==> config.mk <==
export PLATFORM = sky130hd
export DESIGN_NAME = vec_agu_flat
export DESIGN_NICKNAME = d
export VERILOG_FILES = /design/src/rtl/vec_pkg.sv /design/src/rtl/vec_agu_if.sv /design/src/rtl/vec_agu_wb_pipe.sv /design/src/rtl/vec_agu.sv /design/src/flat_wrapper.sv
export SDC_FILE = /design/constraint.sdc
export NUM_CORES = 1
export LEC_CHECK = 0
export BUFFER_PORTS_ARGS = -buffer_cell sky130_fd_sc_hd__buf_2
export CORE_MARGIN = 2
export CORE_UTILIZATION = 35
export CTS_BUF_LIST = sky130_fd_sc_hd__clkbuf_8
export CTS_CLUSTER_SIZE = 16
export DETAILED_ROUTE_END_ITERATION = 16
export HOLD_SLACK_MARGIN = 0.12
export PLACE_DENSITY = 0.56
export SYNTH_ARGS = -nofsm -noshare
export SYNTH_HDL_FRONTEND = slang
export SYNTH_HIERARCHICAL = 1
export SYNTH_SLANG_ARGS = --single-unit
==> constraint.sdc <==
create_clock -name clk -period 6.4 [get_ports clk]
set_input_delay 0.96 -clock clk [delete_from_list [all_inputs] [get_ports clk]]
set_output_delay 0.96 -clock clk [all_outputs]
set_load 0.01 [all_outputs]
==> src/rtl/vec_pkg.sv <==
// Shared types and helpers for the vector address generator slice.
package vec_pkg;

    localparam int VREG_IDX_W = 5;
    localparam int N_VEC      = 31;
    localparam int VLMAX_DEF  = 31;

    typedef enum logic [1:0] {
        IDLE  = 2'd0,
        ISSUE = 2'd1,
        DRAIN = 2'd2,
        RESP  = 2'd3
    } agu_state_t;

    // Flat element address; callers truncate to their address width.
    function automatic logic [63:0] vec_elem_addr(input logic [VREG_IDX_W-1:0] vreg,
                                                  input logic [63:0]            elem,
                                                  input int                     vlmax = VLMAX_DEF);
        return 64'(vreg) * 64'(vlmax + 1) + elem;
    endfunction

endpackage

==> src/rtl/vec_agu_if.sv <==
// Issue-side handshake plus register-file address bus of vec_agu.
// VEC_AGU_SCALAR_BCAST_EN adds the bcast_a request field.
interface vec_agu_if
    import vec_pkg::*;
#(
    parameter int ADDR_WIDTH = 31
);
    logic                  req_valid;
    logic                  req_ready;
    logic [VREG_IDX_W-1:0] vs1;
    logic [VREG_IDX_W-1:0] vs2;
    logic [VREG_IDX_W-1:0] vd;
    logic [ADDR_WIDTH:0]   vl;
`ifdef VEC_AGU_SCALAR_BCAST_EN
    logic                  bcast_a;
`endif
    logic [ADDR_WIDTH:0]   Aa;
    logic [ADDR_WIDTH:0]   Ab;
    logic [ADDR_WIDTH:0]   Ac;
    logic                  req_validAddrA;
    logic                  req_validAddrB;
    logic                  req_validAddrC;
    logic                  resp_valid;
    logic                  resp_ready;

    modport master (
        output req_valid, vs1, vs2, vd, vl,
`ifdef VEC_AGU_SCALAR_BCAST_EN
        output bcast_a,
`endif
        output resp_ready,
        input  req_ready, Aa, Ab, Ac, req_validAddrA, req_validAddrB, req_validAddrC, resp_valid
    );

    modport slave (
        input  req_valid, vs1, vs2, vd, vl,
`ifdef VEC_AGU_SCALAR_BCAST_EN
        input  bcast_a,
`endif
        input  resp_ready,
        output req_ready, Aa, Ab, Ac, req_validAddrA, req_validAddrB, req_validAddrC, resp_valid
    );

endinterface

==> src/rtl/vec_agu_wb_pipe.sv <==
// Writeback delay line: WB_LAT-deep valid+address shift register.
module vec_agu_wb_pipe #(
    parameter int WB_LAT = 2,
    parameter int AW     = 32
) (
    input  logic          clk,
    input  logic          rst,
    input  logic          in_vld,
    input  logic [AW-1:0] in_addr,
    output logic          out_vld,
    output logic [AW-1:0] out_addr,
    output logic          any_valid
);

    logic [WB_LAT-1:0]         vld_pipe;
    logic [WB_LAT-1:0][AW-1:0] addr_pipe;

    always_ff @(posedge clk or negedge rst) begin
        if (!rst) begin
            vld_pipe  <= '0;
            addr_pipe <= '0;
        end else begin
            vld_pipe[0]  <= in_vld;
            addr_pipe[0] <= in_addr;
            for (int s = 1; s < WB_LAT; s++) begin
                vld_pipe[s]  <= vld_pipe[s-1];
                addr_pipe[s] <= addr_pipe[s-1];
            end
        end
    end

    assign out_vld  = vld_pipe[WB_LAT-1];
    assign out_addr = addr_pipe[WB_LAT-1];

    // Writes still owed after the coming edge; the output stage leaves on that edge.
    always_comb begin
        any_valid = in_vld;
        for (int s = 0; s < WB_LAT - 1; s++) any_valid = any_valid | vld_pipe[s];
    end

endmodule

==> src/rtl/vec_agu.sv <==
// Vector address generator/sequencer feeding the register file A/B read and C write ports.
// VEC_AGU_SCALAR_BCAST_EN: hold Aa at element 0 of vs1 when bcast_a is set on accept.
module vec_agu
    import vec_pkg::*;
#(
    parameter int VLMAX      = 31,
    parameter int ADDR_WIDTH = 31,
    parameter int WB_LAT     = 2
) (
    input  logic      clk,
    input  logic      rst,
    vec_agu_if.slave  bus
);

    typedef logic [ADDR_WIDTH:0] addr_t;
    localparam addr_t VL_FULL = addr_t'(VLMAX + 1);

    agu_state_t state;
    addr_t      base_a, base_b, base_d;
    addr_t      vl_eff, cnt;
    addr_t      aa_q, ab_q, d_q;
    logic       v_ab;
    logic       wb_any;
`ifdef VEC_AGU_SCALAR_BCAST_EN
    logic       bcast_q;
`endif

    addr_t acc_a, acc_b, acc_d, acc_vl;
    assign acc_a  = addr_t'(vec_elem_addr(bus.vs1, 64'd0, VLMAX));
    assign acc_b  = addr_t'(vec_elem_addr(bus.vs2, 64'd0, VLMAX));
    assign acc_d  = addr_t'(vec_elem_addr(bus.vd,  64'd0, VLMAX));
    assign acc_vl = (bus.vl > VL_FULL) ? VL_FULL : bus.vl;

    // Element 0 is registered on the accept edge so it is visible in the first cycle after accept.
    always_ff @(posedge clk or negedge rst) begin
        if (!rst) begin
            state  <= IDLE;
            base_a <= '0;
            base_b <= '0;
            base_d <= '0;
            vl_eff <= '0;
            cnt    <= '0;
            aa_q   <= '0;
            ab_q   <= '0;
            d_q    <= '0;
            v_ab   <= 1'b0;
`ifdef VEC_AGU_SCALAR_BCAST_EN
            bcast_q <= 1'b0;
`endif
        end else begin
            v_ab <= 1'b0;
            case (state)
                IDLE: begin
                    if (bus.req_valid) begin
                        base_a <= acc_a;
                        base_b <= acc_b;
                        base_d <= acc_d;
                        vl_eff <= acc_vl;
`ifdef VEC_AGU_SCALAR_BCAST_EN
                        bcast_q <= bus.bcast_a;
`endif
                        if (acc_vl == '0) begin
                            cnt   <= '0;
                            state <= RESP;
                        end else begin
                            aa_q  <= acc_a;
                            ab_q  <= acc_b;
                            d_q   <= acc_d;
                            v_ab  <= 1'b1;
                            cnt   <= addr_t'(1);
                            state <= (acc_vl == addr_t'(1)) ? DRAIN : ISSUE;
                        end
                    end
                end
                ISSUE: begin
`ifdef VEC_AGU_SCALAR_BCAST_EN
                    aa_q <= bcast_q ? base_a : base_a + cnt;
`else
                    aa_q <= base_a + cnt;
`endif
                    ab_q <= base_b + cnt;
                    d_q  <= base_d + cnt;
                    v_ab <= 1'b1;
                    cnt  <= cnt + addr_t'(1);
                    if (cnt == vl_eff - addr_t'(1)) state <= DRAIN;
                end
                DRAIN: begin
                    if (!wb_any) state <= RESP;
                end
                RESP: begin
                    if (bus.resp_ready) state <= IDLE;
                end
                default: state <= IDLE;
            endcase
        end
    end

    vec_agu_wb_pipe #(
        .WB_LAT (WB_LAT),
        .AW     (ADDR_WIDTH + 1)
    ) u_wb_pipe (
        .clk       (clk),
        .rst       (rst),
        .in_vld    (v_ab),
        .in_addr   (d_q),
        .out_vld   (bus.req_validAddrC),
        .out_addr  (bus.Ac),
        .any_valid (wb_any)
    );

    assign bus.req_ready      = (state == IDLE);
    assign bus.resp_valid     = (state == RESP);
    assign bus.Aa             = aa_q;
    assign bus.Ab             = ab_q;
    assign bus.req_validAddrA = v_ab;
    assign bus.req_validAddrB = v_ab;

endmodule

==> src/flat_wrapper.sv <==
// flat-port wrapper written by rule: the top's interface ports become plain ports
module vec_agu_flat import vec_pkg::*;
#(
    parameter int VLMAX      = 31,
    parameter int ADDR_WIDTH = 31,
    parameter int WB_LAT     = 2
)
  (clk, rst, bus_req_valid, bus_vs1, bus_vs2, bus_vd, bus_vl, bus_resp_ready, bus_req_ready, bus_Aa, bus_Ab, bus_Ac, bus_req_validAddrA, bus_req_validAddrB, bus_req_validAddrC, bus_resp_valid);
  vec_agu_if #(.ADDR_WIDTH(ADDR_WIDTH)) bus_i ();
  input  logic clk;
  input  logic rst;
  input wire logic [$bits(bus_i.req_valid)-1:0] bus_req_valid;
  input wire logic [$bits(bus_i.vs1)-1:0] bus_vs1;
  input wire logic [$bits(bus_i.vs2)-1:0] bus_vs2;
  input wire logic [$bits(bus_i.vd)-1:0] bus_vd;
  input wire logic [$bits(bus_i.vl)-1:0] bus_vl;
  input wire logic [$bits(bus_i.resp_ready)-1:0] bus_resp_ready;
  output wire logic [$bits(bus_i.req_ready)-1:0] bus_req_ready;
  output wire logic [$bits(bus_i.Aa)-1:0] bus_Aa;
  output wire logic [$bits(bus_i.Ab)-1:0] bus_Ab;
  output wire logic [$bits(bus_i.Ac)-1:0] bus_Ac;
  output wire logic [$bits(bus_i.req_validAddrA)-1:0] bus_req_validAddrA;
  output wire logic [$bits(bus_i.req_validAddrB)-1:0] bus_req_validAddrB;
  output wire logic [$bits(bus_i.req_validAddrC)-1:0] bus_req_validAddrC;
  output wire logic [$bits(bus_i.resp_valid)-1:0] bus_resp_valid;
  assign bus_i.req_valid = bus_req_valid;
  assign bus_i.vs1 = bus_vs1;
  assign bus_i.vs2 = bus_vs2;
  assign bus_i.vd = bus_vd;
  assign bus_i.vl = bus_vl;
  assign bus_i.resp_ready = bus_resp_ready;
  assign bus_req_ready = bus_i.req_ready;
  assign bus_Aa = bus_i.Aa;
  assign bus_Ab = bus_i.Ab;
  assign bus_Ac = bus_i.Ac;
  assign bus_req_validAddrA = bus_i.req_validAddrA;
  assign bus_req_validAddrB = bus_i.req_validAddrB;
  assign bus_req_validAddrC = bus_i.req_validAddrC;
  assign bus_resp_valid = bus_i.resp_valid;
  vec_agu #(.VLMAX(VLMAX), .ADDR_WIDTH(ADDR_WIDTH), .WB_LAT(WB_LAT)) u_core (.clk(clk), .rst(rst), .bus(bus_i));
endmodule
==> flow_summary.yaml, run 1 <==
place:
  io_buffers: 151
  globalplace.congestion: 0.860
  dp_hpwl_um: 20200
floorplanning:
  initial_core_util: 0.355
  core_area_um2: 32500
  die-height_um: 185
  die_w_um: 185
  floorplan.die_area_um2: 34400
  number_of_cell_rows: 66
  io-pin-count: 152
clocking:
  cts.root.buffer_cell: "sky130_fd_sc_hd__clkbuf_8"
  cts_sinks: 234
  postCtsSetupRepairBufs: 0
  cts_resized: 0
  cts-buffers-inserted: 40
  postCtsHoldBufs: 0
  clock_latency_of_the_later_clocked_register_in_the_worst_skew_pair_ps: 540
  clock_tree.buffer_depth: 3
  worst_setup_hold_path_clk_slew_ps: 60
  cts_tree: "done"
  cts-htree-levels: 2
drt:
  number_of_vias_per_cell: 4.92
  route.detailed.wl_per_inst_um: 16.6
  number_of_violations_reported_at_the_end_of_detailed_routing_iteration_0: 633
  detail_route.drc_violations: 0
  detailed_route_via_count: 8507
  route.final.wire_length_um: 28600
  detail-route-antenna-nets: 0
  drt_pre_antenna_iters: 5
power_and_ir_drop:
  power.leakage_uw: 0.00606
  power.density_cell_area_nw_per_um2: 327
  vdd_drop_max_mv: 0.171
final_layout:
  final.fill_count: 3215
  area_growth_pct: 14.0
  n_antenna_cell: 0
  layout-drive-gt1-share: 0.188
  nNetsFinal: 1334
critical_path:
  cp-end-kind: "flop"
  destination_of_the_worst_register_to_register_timing_path: "u_core/cnt[23]"
  cell_type_with_the_highest_occurrence_count_on_the_critical_path: "sky130_fd_sc_hd__nor2_1"
  critical_path.n_buffers_inverters: 3
  critical_path.max_fanout: 37
  worst-r2r-setup-slack_ps: 2740
  timing.critical_path.arrival_ps: 4080
  slowest_library_cell_on_the_worst_path: "sky130_fd_sc_hd__nor3_1"
  path_delay_family: "simple AND/OR/NAND/NOR gates"
  timing.setup.critical_path_class: "reg -> reg"
  critical_path.reg2reg.startpoint: "u_core/state[1]"
  cp_cell_sequence: "inv_1, ha_1, buf_4, inv_2, nor2_1, o2111ai_1, nor3_1, nand4_1, or3_1, xor2_1, nor2_1"
  startpoint_type: "flop"
  critPathRequiredTime_ps: 6820
  critPathMaxStageDelay_ps: 590
  worst_reg2reg_path_length_in_cells: 11
yosys:
  number_of_enable_flip_flop_cells_after_synthesis: 0
  synth_seq_cells: 234
  syn_avg_cell_area_um2: 9.86
  synth_cell_types: 67
  syn_inst: 1168
  ys.warnings.count: 6
  synth_nets: 1243
  netlist_area_um2: 11500
  yosys_most_used_dff: "sky130_fd_sc_hd__dfrtp_1"
  async_reset_ff_frac: 1.00
  synth_seq_area_share: 0.509
sta:
  maxSlewHeadroom: 0.266
  slew_viol_final: 0
  final_min_period_over_clock_period: 0.572
  finalClockSkew_ps: 18.9
  hold_viol_final: 0
  max_slew.worst_pin.slew_ps: 1090
  timing.final.setup_violations: 0
  hold-worst-slack_ps: 334
  setup_tns_ps: 0
  achievable-frequency_mhz: 273
  post_layout_min_period_ps: 3660
  grt_setup_unrepaired: "false"
outcome:
  run_status: "complete, no violations"
global_routing:
  largest_net_degree_at_the_start_of_global_routing: 181
  initial_antenna_violation_count: 0
  via_count_of_the_first_global_routing_pass: 8354
  global_route_congestion_overflow_total: 0
  grt_first_pass_wirelength_um: 45900
  grt_util_all_layers: 0.169
job:
  count_of_max_cap_constraint_violations: 0
hold_path:
  worstHoldPathType: "in -> async"
## cell usage after synthesis, types with 4 or more instances
cell | number | area share
sky130_fd_sc_hd__a21oi_1 | 30 | 0.013
sky130_fd_sc_hd__a31oi_1 | 4 | 0.0022
sky130_fd_sc_hd__and2_1 | 31 | 0.017
sky130_fd_sc_hd__and3_1 | 10 | 0.0054
sky130_fd_sc_hd__and4_1 | 4 | 0.0030
sky130_fd_sc_hd__buf_1 | 5 | 0.0016
sky130_fd_sc_hd__buf_2 | 4 | 0.0017
sky130_fd_sc_hd__buf_4 | 45 | 0.029
sky130_fd_sc_hd__clkbuf_1 | 54 | 0.018
sky130_fd_sc_hd__dfrtp_1 | 234 | 0.51
sky130_fd_sc_hd__ha_1 | 21 | 0.023
sky130_fd_sc_hd__inv_1 | 16 | 0.0052
sky130_fd_sc_hd__mux2_2 | 13 | 0.013
sky130_fd_sc_hd__mux2i_1 | 14 | 0.012
sky130_fd_sc_hd__nand2_1 | 158 | 0.052
sky130_fd_sc_hd__nand2b_1 | 6 | 0.0033
sky130_fd_sc_hd__nand3_1 | 19 | 0.0083
sky130_fd_sc_hd__nand4_1 | 12 | 0.0065
sky130_fd_sc_hd__nand4b_1 | 4 | 0.0030
sky130_fd_sc_hd__nor2_1 | 86 | 0.028
sky130_fd_sc_hd__nor2b_1 | 18 | 0.0098
sky130_fd_sc_hd__nor3_1 | 25 | 0.011
sky130_fd_sc_hd__nor4_1 | 18 | 0.0098
sky130_fd_sc_hd__nor4_2 | 4 | 0.0043
sky130_fd_sc_hd__o211ai_1 | 5 | 0.0033
sky130_fd_sc_hd__o21a_1 | 5 | 0.0033
sky130_fd_sc_hd__o21ai_0 | 115 | 0.050
sky130_fd_sc_hd__o31ai_1 | 19 | 0.012
sky130_fd_sc_hd__or3_1 | 16 | 0.0087
sky130_fd_sc_hd__or4_1 | 4 | 0.0026
sky130_fd_sc_hd__xnor2_1 | 69 | 0.052
sky130_fd_sc_hd__xor2_1 | 50 | 0.038
## sequential cells by signal, summed over array words and instances, names as in the netlist, 2 cells and up
register,cells
u_core/base_a,5
u_core/base_b,5
u_core/base_d,5
u_core/bus.Aa,32
u_core/bus.Ab,27
u_core/cnt,32
u_core/d_q,27
u_core/state,2
u_core/u_wb_pipe/addr_pipe,32
u_core/u_wb_pipe/out_addr,32
u_core/u_wb_pipe/vld_pipe,2
u_core/vl_eff,32
## metal layers
layer | wire length [um] | up-vias | track usage
li1 | - | 4136 | -
met1 | 13500 | 4069 | 0.235
met2 | 12900 | 249 | 0.266
met3 | 1440 | 53 | 0.0283
met4 | 778 | 0 | 0.0600
met5 | 0 | - | 0
## worst max-delay path by stage
| stage | startpoint | end | depth (start not counted) |
|---|---|---|---|
| global placement | bus_vl[15] | u_core/bus.Ab[16] | 10 |
| CTS | u_core/state[1] | u_core/cnt[23] | 11 |
| detailed placement | bus_vl[15] | u_core/bus.Ab[17] | 10 |
| finish | u_core/state[1] | u_core/cnt[23] | 11 |
| floorplan | bus_vl[15] | u_core/bus.Aa[13] | 12 |
| global route | u_core/state[1] | u_core/cnt[23] | 11 |
## per-stage QoR
step	instances	setup WS [ps]	instance area [um^2]	utilization	total power [uW]
after floorplan	1168	3350	11500	-	2680
after global placement	1659	2620	12300	0.379	2960
after detailed placement	1659	2500	12300	0.379	2970
after CTS	1728	2740	13100	0.404	4350
after global routing	1728	2340	13100	0.404	4560
final	1728	2740	13100	0.404	4290
## logic make-up after synthesis
group,Yosys count,synth area share
simple gates,432,0.186
flops,234,0.509
xor+xnor,119,0.0905
compound gates,204,0.103
fa+ha+maj,24,0.0280
mux,28,0.0262
buf+inv,127,0.0572
## area by class of cell
type                            count  area, um^2  share of cell area
Clock inverter                     21         146              0.0112
Multi-Input combinational cell    807        5010               0.382
Inverter                           18        67.6             0.00515
Tap cell                          442         553              0.0422
Timing Repair Buffer              158         831              0.0633
Sequential cell                   234        5860               0.446
Clock buffer                       48         661              0.0504
## where the power goes
part / total [uW] / switching [uW] / internal, uW
Sequential: 1780 / 112 / 1660
Combinational: 1150 / 736 / 416
Clock: 1360 / 598 / 760
## layout by cell type (no fill, tap or decap), drive strengths merged, types with 3 or more instances in the layout
cell type and instances:
o31ai 19, nor4 23, a31oi 5, nand2 158, nor2 87, a21oi 30, ha 21, mux2i 14
nand4 13, inv 32, and4 4, nand2b 6, nand3b 3, o211ai 5, a21o 3, o221ai 3
nand4b 4, nor4b 3, xnor2 69, or3 16, nor3 25, buf 158, or4 5, o21a 5
dfrtp 234, nand3 19, and3 10, xor2 50, o21ai 119, and2 32, mux2 14, fa 3
nor2b 18, clkbuf 48, clkinv 3
(Power assumes the default switching activity.)
==> run 2: changes to the inputs <==
--- a/config.mk
+++ b/config.mk
@@ -5,6 +5,7 @@
 export SDC_FILE = /design/constraint.sdc
 export NUM_CORES = 1
 export LEC_CHECK = 0
+export ABC_AREA = 1
 export BUFFER_PORTS_ARGS = -buffer_cell sky130_fd_sc_hd__buf_2
 export CORE_MARGIN = 2
 export CORE_UTILIZATION = 35
==> constraint.sdc (replaced) <==
create_clock -name clk -period 3.4 [get_ports clk]
set_input_delay 0.51 -clock clk [delete_from_list [all_inputs] [get_ports clk]]
set_output_delay 0.51 -clock clk [all_outputs]
set_load 0.01 [all_outputs]
==> flow_summary.yaml, run 2 <==
drt:
  route.detailed.wl_per_inst_um: 16.8
  number_of_violations_reported_at_the_end_of_detailed_routing_iteration_0: 820
  detailed_route_via_count: 11000
  route.final.wire_length_um: 37200
  detail_route.drc_violations: 0
  detail-route-antenna-nets: 0
  number_of_vias_per_cell: 4.98
  drt_pre_antenna_iters: 7
global_routing:
  via_count_of_the_first_global_routing_pass: 10700
  gr_layer_usage_met2: 0.313
  grt.met1_usage: 0.276
  initial_antenna_violation_count: 0
  grt_util_met3: 0.0332
  grt_util_all_layers: 0.198
  grt_first_pass_wirelength_um: 59800
  global_route_congestion_overflow_total: 0
  largest_net_degree_at_the_start_of_global_routing: 88
  busiest_layer: "met2"
yosys:
  synth_largest_type_area_fraction: 0.463
  number_of_enable_flip_flop_cells_after_synthesis: 0
  synth_seq_area_share: 0.463
  netlist_area_um2: 12700
  yosys_most_used_dff: "sky130_fd_sc_hd__dfrtp_1"
  synth_most_common_cell: "sky130_fd_sc_hd__nand2_1"
  yosysTopAreaCell: "sky130_fd_sc_hd__dfrtp_1"
  simple_gate_share_of_the_synthesized_area: 0.306
  async_reset_ff_frac: 1.00
  ys_top_cells_by_area: "sky130_fd_sc_hd__dfrtp_1 (46%), sky130_fd_sc_hd__nand2_1 (13%), sky130_fd_sc_hd__nand3_1 (6.6%)"
  yosys.area_share.xor_xnor: 0.0387
  synth_seq_cells: 234
  synth_cell_types: 46
  syn_avg_cell_area_um2: 7.79
  synth_nets: 1700
  adder_and_majority_gate_portion_of_the_synthesized_area: 0.0255
  syn_inst: 1625
  synth_mux_area_frac: 0
  ys.warnings.count: 6
  synth_top_family_by_area: "simple AND/OR/NAND/NOR gates"
  synth_common_cells: "sky130_fd_sc_hd__nand2_1 (442), sky130_fd_sc_hd__dfrtp_1 (234), sky130_fd_sc_hd__nor2_1 (172)"
  synth_compound_area_frac: 0.0725
clocking:
  postCtsHoldBufs: 1
  cts-buffers-inserted: 42
  cts-htree-levels: 2
  cts_resized: 0
  cts_tree: "done"
  cts_sinks: 234
  cts.root.buffer_cell: "sky130_fd_sc_hd__clkbuf_8"
  worst_setup_hold_path_clk_slew_ps: 60
  clock_latency_of_the_later_clocked_register_in_the_worst_skew_pair_ps: 570
  clock_tree.buffer_depth: 3
  postCtsSetupRepairBufs: 0
sta:
  final_min_period_over_clock_period: 0.861
  slew_viol_final: 0
  max_slew.worst_pin.slew_ps: 1020
  grt_setup_unrepaired: "false"
  hold-worst-slack_ps: 173
  finalClockSkew_ps: 15.8
  post_layout_min_period_ps: 2930
  hold_viol_final: 0
  setup_tns_ps: 0
  maxSlewHeadroom: 0.321
  timing.final.setup_violations: 0
  achievable-frequency_mhz: 341
power_and_ir_drop:
  power.clock.fraction: 0.302
  sequentialPowerShare: 0.380
  power.density_cell_area_nw_per_um2: 618
  vdd_drop_max_mv: 0.336
  netSwitchingFraction: 0.382
  combPwrFrac: 0.318
  power.leakage_uw: 0.00761
  p_int_uw: 5500
  p_switching_uw: 3400
floorplanning:
  initial_core_util: 0.356
  io-pin-count: 152
  floorplan.die_area_um2: 37700
  core_area_um2: 35600
  number_of_cell_rows: 69
  die-height_um: 194
  die_w_um: 194
critical_path:
  timing.setup.critical_path_class: "reg -> reg"
  cp-end-kind: "flop"
  critPathRequiredTime_ps: 3850
  critical_path.max_fanout: 8
  timing.critical_path.arrival_ps: 3380
  startpoint_type: "flop"
final_layout:
  final_common_cell: "sky130_fd_sc_hd__nand2_1"
  n_antenna_cell: 0
  stdcell_area_um2: 14400
  final_core_utilization: 0.404
  stdcell_count: 2219
  layout-drive-gt1-share: 0.152
  area_growth_pct: 13.7
  most-common-layout-cells: "sky130_fd_sc_hd__nand2_1 (442), sky130_fd_sc_hd__dfrtp_1 (234), sky130_fd_sc_hd__nor2_1 (172), sky130_fd_sc_hd__nand3_1 (167), sky130_fd_sc_hd__buf_2 (150)"
  nNetsFinal: 1804
place:
  globalplace.congestion: 0.928
  dp_hpwl_um: 27400
  dpl.cell_count: 2145
  io_buffers: 151
  detailed_place.area_um2: 13500
outcome:
  run_status: "complete, no violations"
job:
  count_of_max_cap_constraint_violations: 0
hold_path:
  worstHoldPathType: "in -> reg"
[run 2: cell count changes after synthesis, moves of 27 or more]
cell / change
sky130_fd_sc_hd__inv_1: +117
sky130_fd_sc_hd__nand3_1: +148
sky130_fd_sc_hd__a21oi_1: +40
sky130_fd_sc_hd__o21ai_0: -44
sky130_fd_sc_hd__nand2_1: +284
sky130_fd_sc_hd__nor2_1: +86
sky130_fd_sc_hd__and2_1: -27
sky130_fd_sc_hd__xnor2_1: -51
[run 2: power by group through the flow]
stage / Clock, uW / Sequential [uW] / Combinational (uW)
3_3_place_gp: 0 / 3420 / 2820
6_report: 2690 / 3380 / 2830
2_1_floorplan: 0 / 3370 / 2100
3_5_place_dp: 0 / 3430 / 2840
4_1_cts: 2790 / 3380 / 2850
5_1_grt: 2920 / 3420 / 3200
[run 2: kinds of logic (layout without fill, tap and decap cells)]
| group | after synthesis | count (layout) |
|---|---|---|
| compound gates | 170 | 170 |
| xor+xnor | 56 | 56 |
| fa+ha+maj | 24 | 24 |
| buf+inv | 254 | 387 |
| flops | 234 | 234 |
| simple gates | 887 | 887 |
[run 2: area by class of cell]
cell class,count,area [um^2]
fill,3726,21200
sequential,234,5860
multi-input combinational,1137,5610
timing repair buffer,169,941
clock buffer,52,716
tap,461,577
inverter,145,544
clock inverter,21,145
[run 2: worst paths after layout]
check	startpoint	endpoint	slack (ps)	cells past startpoint
setup / recovery	u_core/cnt[6]	u_core/bus.Ab[25]	470	14
hold / removal	bus_vs1[3]	u_core/base_a[8]	170	3
setup reg to reg	u_core/cnt[6]	u_core/bus.Ab[25]	470	14
hold reg to reg	u_core/u_wb_pipe/addr_pipe[12]	u_core/u_wb_pipe/out_addr[12]	350	0
max in group asynchronous	rst	u_core/vl_eff[14]	1920	3
min in group asynchronous	rst	u_core/u_wb_pipe/out_addr[5]	470	2
[run 2: routing by layer]
layer	vias to the layer above	part of all wire
li1	5402	-
met3	83	0.058
met2	327	0.45
met1	5236	0.46
met5	-	0
met4	0	0.032
[run 2: stage by stage]
stage          power (uW)  worst slack [ps]
2_1_floorplan        5470               990
3_3_place_gp         6240               636
3_5_place_dp         6270               582
4_1_cts              9020               557
5_1_grt              9540               238
6_report             8900               471
[run 2: worst max-delay path: stages (launching register included)]
cell and delay (ps):
sky130_fd_sc_hd__dfrtp_1 490, sky130_fd_sc_hd__inv_1 260, sky130_fd_sc_hd__fa_1 500, sky130_fd_sc_hd__o21ai_2 180, sky130_fd_sc_hd__nand2_1 80, sky130_fd_sc_hd__a21oi_1 240
sky130_fd_sc_hd__nand2_1 150, sky130_fd_sc_hd__nor2_1 220, sky130_fd_sc_hd__inv_1 120, sky130_fd_sc_hd__nor2_1 200, sky130_fd_sc_hd__nand3_1 100, sky130_fd_sc_hd__nand2_1 90
sky130_fd_sc_hd__nor2_1 50, sky130_fd_sc_hd__nand2_1 60, sky130_fd_sc_hd__nand2_1 50
